**config.mk**
```make
export PLATFORM = sky130hd
export DESIGN_NAME = pattern_matcher
export DESIGN_NICKNAME = d
export VERILOG_FILES = /design/src/rtl/pattern_matcher.sv
export SDC_FILE = /design/constraint.sdc
export NUM_CORES = 1
export LEC_CHECK = 0
export ABC_CLOCK_PERIOD_IN_PS = 8000
export CAP_MARGIN = 25
export CELL_PAD_IN_SITES_DETAIL_PLACEMENT = 1
export CELL_PAD_IN_SITES_GLOBAL_PLACEMENT = 2
export CORE_MARGIN = 2
export CORE_UTILIZATION = 44
export DETAILED_ROUTE_END_ITERATION = 6
export MAX_ROUTING_LAYER = met4
export PLACE_DENSITY = 0.86
export SYNTH_ARGS = -nofsm -noshare
export SYNTH_HDL_FRONTEND = slang
export SYNTH_SLANG_ARGS = --single-unit
```
**constraint.sdc**
```tcl
create_clock -name clk -period 8 [get_ports clk]
set_input_delay 1.6 -clock clk [delete_from_list [all_inputs] [get_ports clk]]
set_output_delay 1.6 -clock clk [all_outputs]
set_load 0.02 [all_outputs]
```
**src/rtl/pattern_matcher.sv**
```systemverilog
// pattern_matcher: serial-programmed bit-pattern matcher with don't-care mask
// and error tolerance.
//   clk          - single clock, all state changes on the rising edge
//   clr          - asynchronous active-low reset
//   prgm_en      - shift prgm/mask into the pattern/mask registers
//   prgm, mask   - serial pattern bit and don't-care bit (1 = ignore)
//   sig_valid    - shift sig into the signal window
//   sig          - serial signal bit
//   cnt_clr      - synchronous clear of match_count
//   armed        - high while comparing (state RUN)
//   match        - registered one-cycle match pulse
//   match_count  - saturating count of match pulses
module pattern_matcher #(
    parameter int WIDTH   = 64,
    parameter int MAX_ERR = 0,
    parameter int CNT_W   = 16
) (
    input  logic             clk,
    input  logic             clr,
    input  logic             prgm_en,
    input  logic             prgm,
    input  logic             mask,
    input  logic             sig_valid,
    input  logic             sig,
    input  logic             cnt_clr,
    output logic             armed,
    output logic             match,
    output logic [CNT_W-1:0] match_count
);

    localparam int CW = $clog2(WIDTH + 1);
    localparam logic [CW-1:0] LAST = CW'(WIDTH - 1);
    localparam logic [CW-1:0] ONE  = CW'(1);

    typedef enum logic [1:0] {IDLE, PROG, FILL, RUN} state_t;

    state_t          state_q, state_d;
    logic [WIDTH-1:0] pat_q, msk_q, sig_q, sig_d;
    logic [CW-1:0]   prog_cnt_q, prog_cnt_d;
    logic [CW-1:0]   fill_cnt_q, fill_cnt_d;
    logic [31:0]     err;
    logic            hit;
    logic            match_d;

    // The window is judged after this cycle's shift, so compare against the
    // next signal value rather than the registered one.
    assign sig_d = sig_valid ? {sig_q[WIDTH-2:0], sig} : sig_q;

    always_comb begin
        err = '0;
        for (int unsigned i = 0; i < WIDTH; i++) begin
            err = err + 32'((pat_q[i] ^ sig_d[i]) & ~msk_q[i]);
        end
    end

    assign hit   = (err <= 32'(MAX_ERR));
    assign armed = (state_q == RUN);

    always_ff @(posedge clk or negedge clr) begin
        if (!clr) begin
            pat_q <= '0;
            msk_q <= '0;
            sig_q <= '0;
        end else begin
            if (prgm_en) begin
                pat_q <= {pat_q[WIDTH-2:0], prgm};
                msk_q <= {msk_q[WIDTH-2:0], mask};
            end
            sig_q <= sig_d;
        end
    end

    always_ff @(posedge clk or negedge clr) begin
        if (!clr) begin
            state_q    <= IDLE;
            prog_cnt_q <= '0;
            fill_cnt_q <= '0;
        end else begin
            state_q    <= state_d;
            prog_cnt_q <= prog_cnt_d;
            fill_cnt_q <= fill_cnt_d;
        end
    end

    always_comb begin
        state_d    = state_q;
        prog_cnt_d = prog_cnt_q;
        fill_cnt_d = fill_cnt_q;
        match_d    = 1'b0;
        case (state_q)
            IDLE: begin
                if (prgm_en) begin
                    state_d    = PROG;
                    prog_cnt_d = ONE;
                end
            end
            PROG: begin
                if (prgm_en) begin
                    prog_cnt_d = prog_cnt_q + ONE;
                    if (prog_cnt_q == LAST) begin
                        state_d    = FILL;
                        fill_cnt_d = '0;
                    end
                end
            end
            FILL: begin
                if (prgm_en) begin
                    state_d    = PROG;
                    prog_cnt_d = ONE;
                end else if (sig_valid) begin
                    fill_cnt_d = fill_cnt_q + ONE;
                    if (fill_cnt_q == LAST) begin
                        state_d = RUN;
                    end
                end
            end
            RUN: begin
                if (prgm_en) begin
                    state_d    = PROG;
                    prog_cnt_d = ONE;
                end else begin
                    match_d = sig_valid & hit;
                end
            end
            default: state_d = IDLE;
        endcase
    end

    // The counter advances on the edge that ends a visible match pulse, so a
    // cnt_clr in the pulse cycle wins over that pulse's increment.
    always_ff @(posedge clk or negedge clr) begin
        if (!clr) begin
            match       <= 1'b0;
            match_count <= '0;
        end else begin
            match <= match_d;
            if (cnt_clr) begin
                match_count <= '0;
            end else if (match && (match_count != '1)) begin
                match_count <= match_count + 1'b1;
            end
        end
    end

endmodule

```
Word level (Yosys, flattened, before mapping)
Cells that the tools add are included.

storage, ports and cells
  bits in registers = 225
  input bits = 8
  output and inout port bits = 18

operators by class
  add/subtract/negate cells = 66
  order comparisons = 1
  equal/unequal tests = 14
  multiplexer cells = 20
  bitwise gates (word level) = 193
  reduce and logical (&&, ||, !) cells = 9

operators by type and width
  cell                     count
  $and A1 B32 Y32          64
  $not A1 Y32              64
  $add A32 B32 Y32         63
  $mux W64                 1
  $xor A1 B1 Y1            64
  $mux W7                  6
  $le A32 B1 Y1 const B    1
  $mux W16                 2
  $pmux W7 S2              2
  $add A16 B1 Y16 const B  1
  $ne A16 B16 Y1 const B   1
  $add A7 B1 Y7 const B    2
  $eq A7 B6 Y1 const B     2
  $mux W2                  6
  $reduce_and A5 Y1        2
  $ne A2 B2 Y1 const B     4
  $ne A3 B3 Y1 const B     2
  $pmux W2 S3              1
  $eq A2 B2 Y1 const B     2
  $ne A2 B1 Y1 const B     2
  $reduce_bool A2 Y1       2
  $reduce_or A3 Y1         1
  $eq A2 B1 Y1 const B     1
  $logic_not A2 Y1         1
  5 further kinds          6

Longest topological paths before layout
  depth in word-level cells = 70
  mapped depth = 24
  mapped depth without buffers = 21

Worst setup path after synthesis
No wires, ideal clock.

  kind = input -> register
  from = in sig_valid
  to = reg match
  arrival time = 8.084 ns
  slack = -0.155 ns
  stages on the path = 22
  buffers on the path = 2
  cell sequence = clkbuf_1 buf_2 mux2_2 nand2_1 or3b_2 fa_1 inv_1 fa_1 inv_1 fa_1 inv_1 fa_1 fa_1 fa_1 fa_1 fa_1 ha_1 inv_1 fa_1 nor4bb_1 nand3_1 nor2_1

RTL lines
  what                             line  RTL
  start, declared                  23    input logic sig_valid,
  $mux W64                         47    assign sig_d = sig_valid ? {sig_q[WIDTH-2:0], sig} : sig_q;
  net sig_d[53]                    38    logic [WIDTH-1:0] pat_q, msk_q, sig_q, sig_d;
  $xor A1 B1 Y1                    52    err = err + 32'((pat_q[i] ^ sig_d[i]) & ~msk_q[i]);
  $and A1 B32 Y32                  52
  $add A32 B32 Y32 (11 in series)  52
  $le A32 B1 Y1                    56    assign hit = (err <= 32'(MAX_ERR));
  $and A1 B1 Y1                    122   match_d = sig_valid & hit;
  $mux W1                          118   if (prgm_en) begin
  $mux W1                          90    case (state_q)
  net match_d                      43    logic match_d;
  end signal, assigned             136   match <= match_d;
  end, declared                    27    output logic match,

The timed path passes the listed nets, and every way through them passes these cells.
A chain may end at the register's enable or synchronous reset.

Worst setup path after layout
  from = in sig_valid
  to = reg match

RTL lines
  what                            line
  $mux W64                        47
  net sig_d[59]                   38
  $xor A1 B1 Y1                   52
  $and A1 B32 Y32                 52
  $add A32 B32 Y32 (5 in series)  52
  $le A32 B1 Y1                   56
  $and A1 B1 Y1                   122
  $mux W1                         118
  $mux W1                         90
  net match_d                     43

The timed path passes the listed nets, and every way through them passes these cells.

==> results.cfg <==
[floorplanning]
die_y_um = 165
fp.dieArea_um2 = 27400
die_width_um = 165
rows = 59
core_area_um2 = 25800
boundaryPins = 26
start_util_pct = 44.4

[cts]
cts_buffers = 25
cts.sink_count = 225
cts_tree = built
postCtsHoldBufs = 0
worstSkewPairLatency_ns = 0.51
ctsLongestPathBuffers = 3
clk_pin_slew_worst_paths_ns = 0.06
htreeDepth = 1
cts_root_buf = clkbuf_16

[critical_path]
cp.arrival_ns = 8.22
reg2reg_from = sig_q[59]$_DFF_PN0_
path_class = primary input to flop
end_kind = flop
r2r_cells = 20
r2r_slack_ns = 1.25
r2r_end = match$_DFF_PN0_
crit_path_max_fanout = 8
worstPathRequired_ns = 8.43
start_kind = primary input

[sta]
rsz0062_at_grt = no
finalHoldViolCount = 0
slew_viol_final = 0
finalSetupViolCount = 0
finClkSkew_ns = 0.00702
slew_headroom_pct = 35.9
worst_slew_pin_slew_ns = 0.961
max_freq_mhz = 128
fin_ws_ns = 0.213
fin_worst_hold_slack_ns = 0.522
fin_crit_sh_pct = 97.3
period_minus_slack_ns = 7.79

[placed_design]
pre_cts_ws_ns = -0.487
dp_hpwl_um = 16300
place_congestion = 0.767
place_area_um2 = 12300
port_buffers = 25

[global_route]
groute.usage.overall_pct = 18.6
grt_pass1_wl_um = 39600
first_global_vias = 7705
grt_max_degree = 89
grt_overflow = 0
antenna_found_initial = 0

[hold_path]
hold_path_depth = 1
min_from = msk_q[63]$_DFFE_PN0P_
min_path_type = flop to flop
min_to = msk_q[63]$_DFFE_PN0P_

[route]
wl_per_cell_um = 17.9
dr.pass1.iters = 4
initialDrtViolationCount = 253
drt-vias-per-instance = 5.27
vias = 7055
drc = 0
ant_nets = 0
wl_um = 24000

[run]
maxCapViolCount = 0

[finish]
fill_cells = 2619
area_delta_synth_final_pct = 15.6
fin_area_um2 = 13300
drive_gt1_share_pct = 31.2
regArea_um2 = 5630
diodes = 0
layout_common_cells = dfrtp_1 (225), mux2_2 (194), nor2_1 (81)
finalNetCount = 1071
multi_input_area_um2 = 5530
layout_commonest_cell = dfrtp_1

[logic_synthesis]
synth-seq-cells = 225
synth_area_um2 = 11500
syn_avg_cell_area_um2 = 12.4
synth_flop_cell = dfrtp_1
async_flop_share_pct = 100
yosys.cell_types.count = 51
synth_edf_count = 0
seq_area_frac_synth_pct = 49.1
syn-num-nets = 1005
ys_warn_count = 0
postSynthCellCount = 921

[status]
outcome = completed
## cell usage after synthesis (8+ instances only)
library cell	number	area share, %
a21oi_1	11	0.48
buf_2	16	0.70
dfrtp_1	225	49
fa_1	54	9.4
ha_1	22	2.4
inv_1	60	2.0
mux2_2	197	19
nand2_1	80	2.6
nand3_1	11	0.48
nor2_1	81	2.7
nor2b_1	8	0.44
nor3b_1	44	2.9
o21ai_0	10	0.44
or3b_2	20	1.5
## cell type report
cell class | instances | area share, %
flip-flops and latches | 225 | 42.5
multi-input cells | 607 | 41.7
clock buffers | 36 | 5.33
repair buffers | 68 | 4.72
well taps | 335 | 3.16
inverters | 60 | 1.70
clock inverters | 8 | 0.934
## critical path, cell delays in order
cell and delay (ns):
clkbuf_4 0.14, buf_12 0.14, mux2_4 0.31, nand2_1 0.06, or3b_2 0.46, fa_1 0.53, inv_1 0.06, fa_1 0.47
inv_1 0.06, fa_1 0.54, inv_1 0.06, fa_1 0.59, fa_1 0.45, fa_1 0.52, fa_1 0.53, fa_1 0.54
ha_2 0.18, inv_1 0.05, fa_1 0.48, nor4bb_4 0.21, nand3_1 0.10, nor2_1 0.11
## what timing repair did
item	in CTS	in global routing
gates resized for setup	0	18
setup endpoints to repair	0	1
setup buffers	0	6
## through the flow
stage	setup TNS, ns	util (%)	instances
finish	0	51.3	1339
global route	0	51.3	1339
CTS	0	50.7	1332
detailed placement	-0.487	47.5	1288
global placement	-0.229	47.5	1288
floorplan	0	-	921
## per-layer routing
metal / vias to the layer above / routed length [um] / global-route usage, %
met4: 0 / 498 / 4.15
met3: 31 / 546 / 2.27
met2: 71 / 12100 / 31.8
li1: 3285 / - / -
met1: 3668 / 10900 / 24.0
met5: - / 0 / -
## worst max path at each step
stage	start	endpoint	slack, ns	cells after the start
floorplan	sig_valid	match$_DFF_PN0_	0.03	22
global placement	sig	match$_DFF_PN0_	-0.23	19
detailed placement	sig_valid	match$_DFF_PN0_	-0.49	20
CTS	sig_valid	match$_DFF_PN0_	0.07	20
global route	sig_valid	match$_DFF_PN0_	0.01	21
finish	sig_valid	match$_DFF_PN0_	0.21	22
## cell families after synthesis
kind of cell | synth area share, %
xor+xnor | 0.382
compound gates | 2.46
simple gates | 13.2
buf+inv | 3.28
flops | 49.1
fa+ha+maj | 11.8
mux | 19.7
## registers in the layout (all words and copies together) (netlist names)
signal and flops:
msk_q 64, pat_q 64, sig_q 64, match_count 16, fill_cnt_q 7, prog_cnt_q 7, state_q 2, match 1
Power is left out: the tool's default activity adds up to more than one toggle a clock period on the data nets, which glitch-free logic cannot reach.
